===== src/rtl/sdram_ahb_arbiter.sv =====
// sdram_ahb_arbiter: two-requester round-robin arbiter in front of the
// single AHB-style slave port of sdram_controller. Each transaction is one
// beat. The winner's command is captured, then one HSEL cycle is issued.
// The arbiter waits for HREADY, then pulses ack (with read data) back to
// the winner.
//
// Optional feature: define SDRAM_ARB_TIMEOUT_EN to abort a transaction
// whose HREADY stays low for TIMEOUT_CYC cycles. The abort returns ack
// with out_err = 1 and out_rdata = 0. Without the macro, WAIT lasts
// indefinitely and out_err is tied to 0.
//
// Handshakes:
//   requester side - raise in_req[n] together with in_write[n],
//     in_addrN and in_wdataN, and hold them until out_ack[n] pulses for
//     one cycle. out_rdata and out_err are valid in that ack cycle.
//     Dropping in_req early does not cancel a granted transaction.
//   controller side - out_HSEL is high for exactly one cycle with
//     HWRITE/HADDR/HWDATA valid. Those three stay stable until
//     completion. The first cycle after the HSEL cycle that has
//     in_HREADY = 1 completes the access, with in_HRDATA valid in that
//     cycle.
module sdram_ahb_arbiter #(
  parameter int ADDR_W      = 32,
  parameter int DATA_W      = 32,
  parameter int TIMEOUT_CYC = 64
) (
  input  logic              in_HCLK,
  input  logic              in_HRESET,
  input  logic [1:0]        in_req,
  input  logic [1:0]        in_write,
  input  logic [ADDR_W-1:0] in_addr0,
  input  logic [ADDR_W-1:0] in_addr1,
  input  logic [DATA_W-1:0] in_wdata0,
  input  logic [DATA_W-1:0] in_wdata1,
  output logic [1:0]        out_ack,
  output logic [DATA_W-1:0] out_rdata,
  output logic              out_err,
  output logic [1:0]        out_grant,
  output logic              out_HSEL,
  output logic              out_HWRITE,
  output logic [ADDR_W-1:0] out_HADDR,
  output logic [DATA_W-1:0] out_HWDATA,
  input  logic              in_HREADY,
  input  logic [DATA_W-1:0] in_HRDATA,
  output logic [1:0]        out_dbg_state
);

  typedef enum logic [1:0] {
    S_IDLE  = 2'd0,
    S_ISSUE = 2'd1,
    S_WAIT  = 2'd2,
    S_DONE  = 2'd3
  } state_t;

  state_t              state_q, state_d;
  logic                last_q, last_d;     // index of the previous winner
  logic [1:0]          grant_q, grant_d;
  logic                hsel_q, hsel_d;
  logic                wr_q, wr_d;
  logic [ADDR_W-1:0]   addr_q, addr_d;
  logic [DATA_W-1:0]   wdata_q, wdata_d;
  logic [1:0]          ack_q, ack_d;
  logic [DATA_W-1:0]   rdata_q, rdata_d;
  logic                win;

`ifdef SDRAM_ARB_TIMEOUT_EN
  localparam int CNT_W = $clog2(TIMEOUT_CYC + 1);
  logic [CNT_W-1:0]    cnt_q, cnt_d;
  logic                err_q, err_d;
`endif

  // Next-state and next-output logic for the arbitration FSM
  always_comb begin
    state_d = state_q;
    last_d  = last_q;
    grant_d = grant_q;
    hsel_d  = 1'b0;
    wr_d    = wr_q;
    addr_d  = addr_q;
    wdata_d = wdata_q;
    ack_d   = 2'b00;
    rdata_d = rdata_q;
    win     = 1'b0;
`ifdef SDRAM_ARB_TIMEOUT_EN
    cnt_d   = cnt_q;
    err_d   = 1'b0;
`endif
    case (state_q)
      S_IDLE: begin
        if (|in_req) begin
          // With both requesting, the one that did not win last time goes.
          win     = (in_req == 2'b11) ? ~last_q : in_req[1];
          last_d  = win;
          grant_d = win ? 2'b10 : 2'b01;
          wr_d    = in_write[win];
          addr_d  = win ? in_addr1  : in_addr0;
          wdata_d = win ? in_wdata1 : in_wdata0;
          hsel_d  = 1'b1;
          state_d = S_ISSUE;
`ifdef SDRAM_ARB_TIMEOUT_EN
          cnt_d   = '0;
`endif
        end
      end
      S_ISSUE: begin
        state_d = S_WAIT;
      end
      S_WAIT: begin
        if (in_HREADY) begin
          if (!wr_q) rdata_d = in_HRDATA;
          ack_d   = grant_q;
          state_d = S_DONE;
        end
`ifdef SDRAM_ARB_TIMEOUT_EN
        else if (cnt_q == CNT_W'(TIMEOUT_CYC - 1)) begin
          err_d   = 1'b1;
          rdata_d = '0;
          ack_d   = grant_q;
          state_d = S_DONE;
        end else begin
          cnt_d = cnt_q + 1'b1;
        end
`endif
      end
      S_DONE: begin
        grant_d = 2'b00;
        state_d = S_IDLE;
      end
      default: state_d = S_IDLE;
    endcase
  end

  // State and registered outputs; reset drops any in-flight transaction
  always_ff @(posedge in_HCLK or negedge in_HRESET) begin
    if (!in_HRESET) begin
      state_q <= S_IDLE;
      last_q  <= 1'b1;
      grant_q <= 2'b00;
      hsel_q  <= 1'b0;
      wr_q    <= 1'b0;
      addr_q  <= '0;
      wdata_q <= '0;
      ack_q   <= 2'b00;
      rdata_q <= '0;
    end else begin
      state_q <= state_d;
      last_q  <= last_d;
      grant_q <= grant_d;
      hsel_q  <= hsel_d;
      wr_q    <= wr_d;
      addr_q  <= addr_d;
      wdata_q <= wdata_d;
      ack_q   <= ack_d;
      rdata_q <= rdata_d;
    end
  end

`ifdef SDRAM_ARB_TIMEOUT_EN
  // WAIT-cycle counter and abort flag
  always_ff @(posedge in_HCLK or negedge in_HRESET) begin
    if (!in_HRESET) begin
      cnt_q <= '0;
      err_q <= 1'b0;
    end else begin
      cnt_q <= cnt_d;
      err_q <= err_d;
    end
  end
  assign out_err = err_q;
`else
  assign out_err = 1'b0;
`endif

  assign out_ack       = ack_q;
  assign out_rdata     = rdata_q;
  assign out_grant     = grant_q;
  assign out_HSEL      = hsel_q;
  assign out_HWRITE    = wr_q;
  assign out_HADDR     = addr_q;
  assign out_HWDATA    = wdata_q;
  assign out_dbg_state = state_q;

endmodule


===== config.mk =====
export PLATFORM = sky130hd
export DESIGN_NAME = sdram_ahb_arbiter
export DESIGN_NICKNAME = d
export VERILOG_FILES = /design/src/rtl/sdram_ahb_arbiter.sv
export SDC_FILE = /design/constraint.sdc
export NUM_CORES = 1
export LEC_CHECK = 0
export CAP_MARGIN = 20
export CORE_MARGIN = 2
export CORE_UTILIZATION = 40
export CTS_CLUSTER_SIZE = 8
export DETAILED_ROUTE_END_ITERATION = 7
export PLACE_DENSITY = 0.94
export RECOVER_POWER = 100
export SLEW_MARGIN = 10
export SYNTH_ARGS = -nofsm -noshare
export SYNTH_HDL_FRONTEND = slang
export SYNTH_SLANG_ARGS = --single-unit
export TNS_END_PERCENT = 1

===== constraint.sdc =====
create_clock -name in_HCLK -period 5.15 [get_ports in_HCLK]
set_clock_uncertainty 0.15 [all_clocks]
set_input_delay 0.7725 -clock in_HCLK [delete_from_list [all_inputs] [get_ports in_HCLK]]
set_output_delay 0.7725 -clock in_HCLK [all_outputs]
set_load 0.05 [all_outputs]

# Yosys cells after proc, flatten, opt, wreduce, memory -nomap -nowiden
# Cells that the tools add are included.
# op_classes
bitwise_logic	2
mux	15
reduce_logical	7
eq_ne	6
n_lt_le_gt_ge	1
# ops
cell	count
$mux 32	2
$mux 2	6
$pmux 2 s4	1
$eq 2x2->1 const B	3
$reduce_and 2->1	3
$mux 1	5
$ne 2x2->1 const B	2
$pmux 2 s2	1
$reduce_and 3->1	1
$eq 2x1->1 const B	1
$logic_not 2->1	1
$lt 1x2->1 const B	1
$not 1->1	2
$reduce_bool 2->1	1
$reduce_or 2->1	1
# word_totals
in_bits	167
register_bits	105
word_cells	40

# Longest topological paths before layout
# depth
depth_word	5
mapped_depth	8
ltp_nobuf	6

# Worst setup path before layout
# Ideal clock, no wire load.
# synth_path
kind	reg2reg
start	register state_q[0], in the netlist out_dbg_state[0]
end	register state_q[1], in the netlist out_dbg_state[1]
path_buffers	1
stages_incl_launch_ff	7
path_slack_ns	3.066
setup_time_ns	0.125
arrival_time_ns	1.809
path_cell_list	dfrtp_1 -> inv_1 -> ha_1 -> buf_4 -> nor3b_1 -> a21oi_1 -> mux2_2
# synth_via
elab_chain_cells	3
elab_cells_between_ends	8
cone_classes	eq/ne: 5; mux: 1; reduce/logical: 2
# synth_rtl
element	line_no	source
from (decl)	55	state_t state_q, state_d;
from (signal assigned)	146	state_q <= state_d;
$eq 2x2->1 or $logic_not 2->1 (tied branches)	88	case (state_q)
$ne 2x2->1 (no source line)	n/a	
$reduce_and 2->1 (no source line)	n/a	
# Several ways; a longest one is shown, not always the timed one.
# A chain may end at the register's enable or synchronous reset.

# Final worst setup path
# layout_path
start	input port in_req[1]
end	register addr_q[1], in the netlist out_HADDR[1]
# layout_via
elab_chain_cells	3
elab_cells_between_ends	5
cone_classes	eq/ne: 1; mux: 2; reduce/logical: 2
# layout_rtl
element	line_no	source
from (decl)	29	input logic [1:0] in_req,
$eq 2x2->1	92	win = (in_req == 2'b11) ? ~last_q : in_req[1];
$mux 1	92	
$mux 32	96	addr_d = win ? in_addr1 : in_addr0;
to (signal assigned)	151	addr_q <= addr_d;
to (decl)	60	logic [ADDR_W-1:0] addr_q, addr_d;
# Several ways; a longest one is shown, not always the timed one.

==> metrics <==
MaxCap Viol Count=2; post-CTS setup buffers=0; Leakage=3.17 nW; relative slew slack=-79.5%; clk sinks=105; Clock Latency Late Sink=360 ps; asr flop ratio synth=100%; Synth top cells by count=127 x a21oi_1, 104 x dfrtp_1, 67 x nand2_1, 64 x nor2_1, 33 x mux2_2; Final setup viols=0; initial antenna violation count=2; Synth Cell Area=0.00450 sq mm; Final period util=72.5%; Filler cells=821; Max Clk Rate=268 MHz; setup TNS=0 ps; CTS tree=yes; failing checks=capacitance limit, slew limit; Slew Viols, Final=50; Worst Hold Class=reg -> reg; PwrDens=685 mW/mm^2; die span in y=110 um; clock slew at reported path FFs=90 ps; leading area contributor after synthesis=dfrtp_1; PortBufs=270; Synth top area share=57.8%; CP required=5270 ps; Root Buffer=clkbuf_8; initial core utilization=41.3%; TritonCTS Buffers=9; vias in the first global route=4354; Placement Setup Slack=1800 ps; layout cells sized above 1=7.53%; Mapped Nets=629; DP Area=0.00728 sq mm; outcome=finished, violations left; critical path class=in -> reg; Via density=5.11; Slew @ Worst Pin=2690 ps; crit-path max FO=34; Synth Register Bits=105; final RePlAce weighted congestion=0.829; worst r2r path cells=4; Layout area overhead=65.9%; maximum buffer depth of the clock tree=2; row count=38; first-pass GRT wire length=21700 um; Hold Buf Count CTS=0; Die W=110 um; Post-Syn Area per Cell=9.83 sq um; final hold violation count=0; CP Launch Type=input pin; most frequent cell after synthesis=a21oi_1; Synth Flop Type=dfrtp_1; H-tree Lvls=3; wire length per cell=17.0 um; DRC viols=0; core area=0.0109 sq mm; Routed WL=14600 um; largest net degree at the start of global routing=67; 1st-pass router iterations=5; initial DRC count=216; CP arrival=3860 ps; RSZ-0062 raised after global routing=no; gr usage total=23.5%; worst setup margin=1420 ps; Min-Delay Path Depth=2; DR vias=4392; post_cts resized=0; Setup crit end kind=flop; hpwl dp=11000 um; YS warnings=0; VDD IR max=0.440 mV; Synth area leaders=dfrtp_1 58%, a21oi_1 14%, mux2_2 8.3%, nand2_1 5.6%, nor2_1 5.3%; NumNets Final=884; Yosys cell types=25; Synth Instances=458; antenna-violating nets left=0; design area=0.00746 sq mm; Post-synth EDFFs=0; die area=0.0121 sq mm; grt total ovfl=0; min Tclk post-route=3730 ps; I/O pin cnt=272; sequential area share after synthesis=58.4%
==> worst max-delay path, stage by stage <==
cell and delay, ps:
dlygate4sd3_1 680, a21boi_4 780, clkbuf_1 1150, a21oi_1 200, a21oi_1 230
==> layer usage <==
metal  global-route usage [%]  up-vias  wire (um)
li1                         -     2047          -
met1                     26.7     2088       5350
met2                     42.2      233       7570
met3                     5.94       24       1410
met4                     8.77        0        295
met5                        0        -          0
==> power by group <==
group          total, W  leakage [nW]  switching (W)  internal (W)
Clock          0.000462        0.0818       0.000274      0.000188
Combinational   0.00320          1.88        0.00219       0.00101
Sequential      0.00146          1.21       0.000220       0.00124
==> registers in the layout, summed over array words and instances, names as in the netlist <==
| register | flops |
|---|---|
| out_HWDATA | 32 |
| out_ack | 2 |
| out_rdata | 32 |
| out_HSEL | 1 |
| out_dbg_state | 2 |
| out_HWRITE | 1 |
| out_grant | 2 |
| last_q | 1 |
| out_HADDR | 32 |
==> cell usage in the layout, fill, tap and decap left out, types with 4 or more instances in the layout <==
cell type / Yosys / routed
a21oi_1: 127 / 127
clkbuf_1: 6 / 4
clkbuf_8: 0 / 10
clkdlybuf4s50_1: 0 / 163
dfrtp_1: 104 / 104
dlygate4sd3_1: 0 / 106
ha_1: 4 / 4
inv_1: 6 / 7
mux2_2: 33 / 32
nand2_1: 67 / 67
nor2_1: 64 / 64
o21ai_0: 6 / 6
==> stage by stage <==
| step | hold WS (ps) | power (W) | utilization (%) | cells |
|---|---|---|---|---|
| floorplan | 327 | 0.00362 | - | 458 |
| global placement | 333 | 0.00472 | 66.7 | 840 |
| detailed placement | 342 | 0.00483 | 66.9 | 841 |
| CTS | 284 | 0.00530 | 68.4 | 856 |
| global route | 376 | 0.00540 | 68.5 | 858 |
| finish | 346 | 0.00512 | 68.6 | 859 |
==> kinds of logic (layout without fill, tap and decap cells) <==
group	after synthesis	in the layout	synth area share, %
adder cells (fa/ha/maj)	4	4	1.11
multiplexers	34	34	8.48
AO/OA/AOI/OAI	140	140	16.2
flip-flops	105	105	58.4
buffers and inverters	39	298	4.23
other	1	3	0.0833
AND/OR/NAND/NOR	135	135	11.5
==> cell type report <==
class                      instances  area, sq um  share of cell area [%]
sequential                       105         2630                    35.2
clock inverter                     4         28.8                   0.386
antenna                            2         5.00                  0.0670
inverter                           7         26.3                   0.352
clock buffer                      11          141                    1.89
multi-input combinational        314         1700                    22.8
tap                              140          175                    2.35
timing repair buffer             276         2760                    37.0
==> worst paths after layout <==
check	from	end	slack, ps
worst min-delay path	out_HADDR[30]	out_HADDR[30]	350
worst max register to register	last_q	out_HADDR[1]	2170
worst max-delay path	in_req[1]	out_HADDR[1]	1420
worst min register to register	out_HADDR[30]	out_HADDR[30]	350
max in group asynchronous	in_HRESET	out_HADDR[1]	1880
min in group asynchronous	in_HRESET	out_HADDR[5]	1100
(Power assumes the default switching activity.)
